--- src/rtl/imem_loader.sv ---
// Program loader for a core's instruction memory. It packs a byte stream (MSB first) into
// 32-bit words, writes them to consecutive addresses, then holds the core in reset for a while and releases it.
module imem_loader #(
   parameter logic [31:0] BASE_ADDR   = 32'h0000_0000,
   parameter int unsigned HOLD_CYCLES = 2
) (
   input  logic        clk,
   input  logic        reset,
   input  logic        load_start,
   input  logic [7:0]  word_count,
   input  logic        abort,
   input  logic [7:0]  byte_in,
   input  logic        byte_valid,
   output logic        byte_ready,
   output logic        instwen,
   output logic [31:0] addwrite,
   output logic [31:0] instrdatain,
   output logic        core_reset,
   output logic        busy,
   output logic        done
);

   typedef enum logic [2:0] {
      IDLE  = 3'd0,
      LOAD  = 3'd1,
      WRITE = 3'd2,
      HOLD  = 3'd3,
      RUN   = 3'd4
   } state_t;

   localparam logic [7:0] HOLD_INIT = 8'(HOLD_CYCLES - 1);

   state_t      state_r, state_s;
   logic [7:0]  remaining_r, remaining_s;
   logic [31:0] addr_r, addr_s;
   logic [1:0]  idx_r, idx_s;
   logic [31:0] word_r, word_s;
   logic [7:0]  hold_cnt_r, hold_cnt_s;
   logic        write_fire_s;

   logic        instwen_r;
   logic [31:0] addwrite_r;
   logic [31:0] instrdatain_r;
   logic        core_reset_r;
   logic        busy_r;
   logic        done_r;

   assign byte_ready  = (state_r == LOAD);
   assign instwen     = instwen_r;
   assign addwrite    = addwrite_r;
   assign instrdatain = instrdatain_r;
   assign core_reset  = core_reset_r;
   assign busy        = busy_r;
   assign done        = done_r;

   // Next-state and datapath decode for the load sequencer.
   always_comb begin
      state_s      = state_r;
      remaining_s  = remaining_r;
      addr_s       = addr_r;
      idx_s        = idx_r;
      word_s       = word_r;
      hold_cnt_s   = hold_cnt_r;
      write_fire_s = 1'b0;
      case (state_r)
         IDLE, RUN: begin
            if (load_start) begin
               if (word_count == 8'd0) begin
                  state_s    = HOLD;
                  hold_cnt_s = HOLD_INIT;
               end else begin
                  state_s     = LOAD;
                  remaining_s = word_count;
                  addr_s      = BASE_ADDR;
                  idx_s       = 2'd0;
               end
            end else begin
               state_s = state_r;
            end
         end
         LOAD: begin
            if (abort) begin
               state_s = IDLE;
               idx_s   = 2'd0;
            end else if (byte_valid) begin
               word_s = {word_r[23:0], byte_in};
               if (idx_r == 2'd3) begin
                  idx_s   = 2'd0;
                  state_s = WRITE;
               end else begin
                  idx_s = idx_r + 2'd1;
               end
            end else begin
               state_s = LOAD;
            end
         end
         WRITE: begin
            // The write strobe is registered from this cycle so a same-cycle abort can still suppress it.
            if (abort) begin
               state_s = IDLE;
            end else begin
               write_fire_s = 1'b1;
               addr_s       = addr_r + 32'd4;
               remaining_s  = remaining_r - 8'd1;
               if (remaining_r == 8'd1) begin
                  state_s    = HOLD;
                  hold_cnt_s = HOLD_INIT;
               end else begin
                  state_s = LOAD;
               end
            end
         end
         HOLD: begin
            if (hold_cnt_r == 8'd0) begin
               state_s = RUN;
            end else begin
               hold_cnt_s = hold_cnt_r - 8'd1;
            end
         end
         default: begin
            state_s = IDLE;
         end
      endcase
   end

   // State, datapath and registered output update.
   always_ff @(posedge clk or posedge reset) begin
      if (reset) begin
         state_r       <= IDLE;
         remaining_r   <= 8'd0;
         addr_r        <= BASE_ADDR;
         idx_r         <= 2'd0;
         word_r        <= 32'd0;
         hold_cnt_r    <= 8'd0;
         instwen_r     <= 1'b0;
         addwrite_r    <= BASE_ADDR;
         instrdatain_r <= 32'd0;
         core_reset_r  <= 1'b1;
         busy_r        <= 1'b0;
         done_r        <= 1'b0;
      end else begin
         state_r     <= state_s;
         remaining_r <= remaining_s;
         addr_r      <= addr_s;
         idx_r       <= idx_s;
         word_r      <= word_s;
         hold_cnt_r  <= hold_cnt_s;
         instwen_r   <= write_fire_s;
         if (write_fire_s) begin
            addwrite_r    <= addr_r;
            instrdatain_r <= word_r;
         end else begin
            addwrite_r    <= addwrite_r;
            instrdatain_r <= instrdatain_r;
         end
         core_reset_r <= (state_s != RUN);
         busy_r       <= (state_s == LOAD) || (state_s == WRITE) || (state_s == HOLD);
         done_r       <= (state_s == RUN);
      end
   end

endmodule

--- config.mk ---
export PLATFORM = sky130hd
export DESIGN_NAME = imem_loader
export DESIGN_NICKNAME = d
export VERILOG_FILES = /design/src/rtl/imem_loader.sv
export SDC_FILE = /design/constraint.sdc
export NUM_CORES = 1
export LEC_CHECK = 0
export BUFFER_PORTS_ARGS = -buffer_cell sky130_fd_sc_hd__buf_2
export CAP_MARGIN = 10
export CORE_MARGIN = 2
export CORE_UTILIZATION = 60
export CTS_CLUSTER_DIAMETER = 120
export DETAILED_ROUTE_END_ITERATION = 16
export PLACE_DENSITY = 0.83
export SYNTH_ARGS = -nofsm -noshare
export SYNTH_HDL_FRONTEND = slang
export SYNTH_SLANG_ARGS = --single-unit
export TNS_END_PERCENT = 100
--- constraint.sdc ---
create_clock -name clk -period 13 [get_ports clk]
set_input_delay 1.3 -clock clk [delete_from_list [all_inputs] [get_ports clk]]
set_output_delay 1.3 -clock clk [all_outputs]
set_load 0.01 [all_outputs]
==> impl_metrics.ini, run 1 <==
[outcome]
outcome = finished clean

[placement]
port_buffers = 87
hpwl_um = 8630
place_congestion = 0.847

[die]
start_util = 0.621
die-area_um2 = 11600
fp-row-count = 37
die_y_um = 108
num_io_pins = 90
fp.dieW_um = 108
core_area_um2 = 10400

[cells_and_area]
antennaDiodeCount = 0
drive_gt1_frac = 0.242
area_growth_pct = 17.1
mostFrequentLayoutCell = nand2_1
final_cell_mix = 197 x nand2_1, 148 x dfrtp_1, 87 x buf_2, 39 x nor2_1, 34 x o21ai_0
nets = 749
fillers = 727

[yosys]
synth_top_area_cell = dfrtp_1
synth.area.mux_share = 0.0557
synth_xor_area_frac = 0.0190
synthAdderAreaFrac = 0.00967
synth.distinct_cells = 59
netlist_top_cells_area = dfrtp_1 57%, nand2_1 11%, mux2_2 5.6%
yosysWarnings = 0
synth_top_family_by_area = simple AND/OR/NAND/NOR gates
synth-simple-area-share = 0.213
synth-compound-area-share = 0.0967
avgSynthCellArea_um2 = 10.1
syn_inst = 643
synthArstFlopShare = 1.00
ys_dominant_reg_cell = dfrtp_1
synth_edf_count = 0
synth-seq-cells = 149
yosysSeqAreaShare = 0.577
yosysTopAreaCellShare = 0.573
synthesis.area_um2 = 6470

[global_routing]
use_met2 = 0.421
use_met3 = 0.0696
grt_pass1_vias = 4897
top_usage_layer = met2
antenna_found_initial = 0
grt_use_met1 = 0.327
grt_pass1_wl_um = 23200
grt_usage = 0.256
grt_max_degree = 79
grt_overflow = 0

[clock_network]
postCtsSetupBuffers = 0
path_clk_slew_ns = 0.06
clockBufferDepth = 2
post_cts_resized = 0
htreeDepth = 4
cts_hold_buffers = 0
cts_tree = done
clk_latency_ns = 0.54
cts.sinks = 149
cts-root-buf = clkbuf_8
cts-buffers-inserted = 17

[setup_path]
crit_path_max_fanout = 78
crit_path_start_kind = input pin
crit_path_end_kind = flip-flop
path_class = input pin to flip-flop
cp.required_ns = 13.43
cp.arrival_ns = 3.89

[timing]
hold_viol = 0
worstMarginPinSlew_ns = 0.926
final.setup_skew_ns = 0.00918
min_period_over_period = 0.266
rsz0062_at_grt = no
fmax_mhz = 289
setup_viol = 0
whs_ns = 0.468
slew_headroom = 0.380
fin_crit_ns = 3.46
finalSetupTns_ns = 0
slew_viol_final = 0

[detailed_routing]
drtAntennaViolNets = 0
first_iter_violations = 298
first_pass_iters = 5
post-route-drc-count = 0
via_per_inst = 5.74
wl_per_cell_um = 15.9
wl_um = 13900
vias = 5002

[pwr]
powerDensity_nw_per_um2 = 205
leakage_nw = 3.88
vdd_drop_max_mv = 0.138

[worst_hold_path]
worst_hold_path_type = flip-flop to flip-flop

[run]
maxCapViolCount = 0
## per-stage QoR
| stage | power, mW | worst slack, ns | instances | utilization | instance area [µm²] |
|---|---|---|---|---|---|
| 5_1_grt | 1.64 | 9.32 | 872 | 0.727 | 7580 |
| 3_5_place_dp | 1.07 | 9.05 | 840 | 0.671 | 6990 |
| 6_report | 1.55 | 9.54 | 872 | 0.727 | 7580 |
| 4_1_cts | 1.56 | 9.61 | 872 | 0.727 | 7580 |
| 3_3_place_gp | 1.04 | 9.15 | 840 | 0.671 | 6990 |
| 2_1_floorplan | 0.936 | 7.69 | 644 | - | 6470 |
## synthesized netlist by cell type, types with 5 or more instances
library cell and instances:
nand4_1 6, clkbuf_1 16, and3_1 5, a21oi_1 18, dfrtp_1 148, mux2_2 32, o21ai_1 5, inv_1 12
xor2_1 7, buf_1 7, or3_1 12, buf_2 7, xnor2_1 7, nor2_1 40, ha_1 5, nand3_1 14
nand2_1 197, o21ai_0 34
## power breakdown
part | switching, mW | internal (mW) | total, mW
combinational | 0.227 | 0.157 | 0.383
sequential | 0.0951 | 0.588 | 0.683
clock | 0.204 | 0.279 | 0.483
total | 0.526 | 1.02 | 1.55
## area by class of cell
| cell class | count | area [µm²] | share of cell area |
|---|---|---|---|
| well taps | 136 | 170 | 0.0225 |
| multi-input cells | 450 | 2560 | 0.338 |
| clock inverters | 15 | 171 | 0.0226 |
| repair buffers | 92 | 473 | 0.0624 |
| flip-flops and latches | 149 | 3730 | 0.492 |
| inverters | 13 | 53.8 | 0.00710 |
| clock buffers | 17 | 414 | 0.0547 |
## routing by layer
metal	up-vias	part of all wire
li1	2353	-
met1	2451	0.40
met2	172	0.51
met3	26	0.068
met4	0	0.016
met5	-	0
## worst max-delay path, stage by stage
cell and delay (ns):
buf_2 0.13, nor2_1 0.08, nand3_2 0.08, buf_4 0.64, inv_2 0.04, buf_4 0.38
nor2_1 0.81, o21ai_0 0.24, o21ai_0 0.16
## path summary, 6_finish.rpt
kind                            start               to  slack, ns  cells after the start
min reg2reg                word_r[30]  instrdatain[30]       0.47                      2
max reg2reg                state_r[0]        addr_r[4]       9.86                      8
max                             abort        addr_r[4]       9.54                      9
min                        word_r[30]  instrdatain[30]       0.47                      2
min in group asynchronous       reset        word_r[0]       0.88                      2
max in group asynchronous       reset        addr_r[9]      10.74                      3
## cell families after synthesis
group / Yosys count
AO/OA/AOI/OAI: 95
XOR/XNOR: 14
adder cells (fa/ha/maj): 5
buffers and inverters: 45
flip-flops: 149
multiplexers: 32
other: 1
AND/OR/NAND/NOR: 302
## registers in the layout, summed over array words and instances (netlist names)
register     cells
idx_r            2
word_r          32
done             1
core_reset       1
addr_r          30
remaining_r      8
instwen          1
busy             1
addwrite        30
hold_cnt_r       8
instrdatain     32
state_r          3
No activity file was read; power rests on OpenSTA's default activity.
==> run 2, diff against run 1 <==
--- a/config.mk
+++ b/config.mk
@@ -8,10 +8,10 @@
 export BUFFER_PORTS_ARGS = -buffer_cell sky130_fd_sc_hd__buf_2
 export CAP_MARGIN = 10
 export CORE_MARGIN = 2
-export CORE_UTILIZATION = 60
+export CORE_UTILIZATION = 52
 export CTS_CLUSTER_DIAMETER = 120
 export DETAILED_ROUTE_END_ITERATION = 16
-export PLACE_DENSITY = 0.83
+export PLACE_DENSITY = 0.76
 export SYNTH_ARGS = -nofsm -noshare
 export SYNTH_HDL_FRONTEND = slang
 export SYNTH_SLANG_ARGS = --single-unit
==> constraint.sdc (replaced) <==
create_clock -name clk -period 2.95 [get_ports clk]
set_input_delay 0.295 -clock clk [delete_from_list [all_inputs] [get_ports clk]]
set_output_delay 0.295 -clock clk [all_outputs]
set_load 0.01 [all_outputs]
==> run 2 against run 1 <==
Worst setup slack got worse by 9.0 ns. Design area increased by 1.6%. Critical path depth decreased by 3. Register-to-register slack got worse by 9.3 ns. Critical path type is now flip-flop to flip-flop. Largest cell class unchanged.
==> impl_metrics.ini, run 2 (synthesized netlist as in run 1, its figures left out) <==
[outcome]
outcome = finished clean

[setup_path]
path_buf_inv = 2
crit_path_max_fanout = 30
max_stage_delay_ns = 0.79
path_class = flip-flop to flip-flop
crit_path_end_kind = flip-flop
cp_common_cell = nor2_1
crit_slowest_cell = nor2_1
cp.required_ns = 3.26
critPathTopFamily = simple AND/OR/NAND/NOR gates
crit_path_start_kind = flip-flop
cp.arrival_ns = 2.73
path_cells = inv_1 > nand3_2 > inv_2 > nor2_1 > nor2_1 > o221a_2

[clock_network]
path_clk_slew_ns = 0.06
htreeDepth = 4
cts_hold_buffers = 0
clk_latency_ns = 0.42
cts.sinks = 149
cts-root-buf = clkbuf_16
cts-buffers-inserted = 17
post_cts_resized = 0
clockBufferDepth = 2
postCtsSetupBuffers = 0
cts_tree = done

[cells_and_area]
antennaDiodeCount = 0
drive_gt1_frac = 0.245
seqCellArea_um2 = 3730
multiInputGateArea_um2 = 2560
stdcell_count = 908
area_growth_pct = 19.0
mostFrequentLayoutCell = nand2_1
fillers = 990
nets = 753
final_cell_mix = 197 x nand2_1, 148 x dfrtp_1, 87 x buf_2, 39 x nor2_1, 34 x o21ai_0
fin_area_um2 = 7690

[pwr]
powerDensity_nw_per_um2 = 901
vdd_drop_max_mv = 0.598
leakage_nw = 3.91

[die]
fp.dieW_um = 116
die-area_um2 = 13300
fp-row-count = 40
start_util = 0.536
die_y_um = 116
core_area_um2 = 12100
num_io_pins = 90

[detailed_routing]
wl_per_cell_um = 15.4
wl_um = 14000
first_iter_violations = 372
via_per_inst = 5.40
drtAntennaViolNets = 0
first_pass_iters = 5
vias = 4899
post-route-drc-count = 0

[run]
maxCapViolCount = 0

[worst_hold_path]
worst_hold_path_type = input pin to async pin

[placement]
place_congestion = 0.815
port_buffers = 87
hpwl_um = 9470
placed_cells = 876
place_area_um2 = 7080

[global_routing]
grt_overflow = 0
grt_usage = 0.225
grt_max_degree = 76
grt_pass1_wl_um = 23400
antenna_found_initial = 0
grt_pass1_vias = 4847

[timing]
fin_crit_ns = 2.42
hold_viol = 0
setup_viol = 0
final.setup_skew_ns = 0.00945
finalSetupTns_ns = 0
fmax_mhz = 413
min_period_over_period = 0.821
whs_ns = 0.00836
slew_headroom = 0.371
worstMarginPinSlew_ns = 0.940
rsz0062_at_grt = no
slew_viol_final = 0
-- run 2: cell count changes in the layout (fill, tap and decap cells not counted), moves of 2 or more --
cell,before,now
buf_12,0,2
buf_4,5,7
clkinvlp_4,2,4
inv_6,5,0
inv_8,3,0
-- run 2: path summary, 6_finish.rpt --
path	slack, ns	startpoint	end	cells past startpoint
setup / recovery	0.53	state_r[0]	remaining_r[7]	6
hold / removal	0.008	reset	word_r[0]	3
setup reg to reg	0.53	state_r[0]	remaining_r[7]	6
hold reg to reg	0.47	word_r[27]	instrdatain[27]	2
max in group asynchronous	2.59	reset	core_reset	3
min in group clk	0.11	byte_in[3]	word_r[3]	2
-- run 2: worst reg2reg max path, stage by stage, from the launching register on --
cell and delay, ns:
dfrtp_1 0.48, inv_1 0.13, nand3_2 0.24, inv_2 0.28, nor2_1 0.79, nor2_1 0.11
o221a_2 0.28
-- run 2: cell type report --
type                       count  area share
sequential                   149       0.485
clock inverter                12      0.0200
clock buffer                  20      0.0593
multi-input combinational    450       0.333
timing repair buffer          96      0.0686
inverter                      13     0.00683
tap                          168      0.0273
-- run 2: per-stage QoR --
stage | util | setup WS, ns | power [mW]
floorplan | - | 0.781 | 4.12
global placement | 0.587 | 0.633 | 4.64
detailed placement | 0.587 | 0.534 | 4.75
CTS | 0.638 | 0.521 | 6.99
global route | 0.638 | 0.343 | 7.34
finish | 0.638 | 0.527 | 6.93
-- run 2: report_power, final --
part	internal, mW	switching (mW)
registers	2.59	0.408
clock network	1.37	0.839
logic	0.713	1.01
-- run 2: routing by layer --
metal | share of wire | GRT usage | up-vias
li1 | - | - | 2351
met5 | 0 | 0 | -
met4 | 0.015 | 0.0867 | 0
met3 | 0.056 | 0.0696 | 16
met2 | 0.50 | 0.367 | 118
met1 | 0.43 | 0.283 | 2414
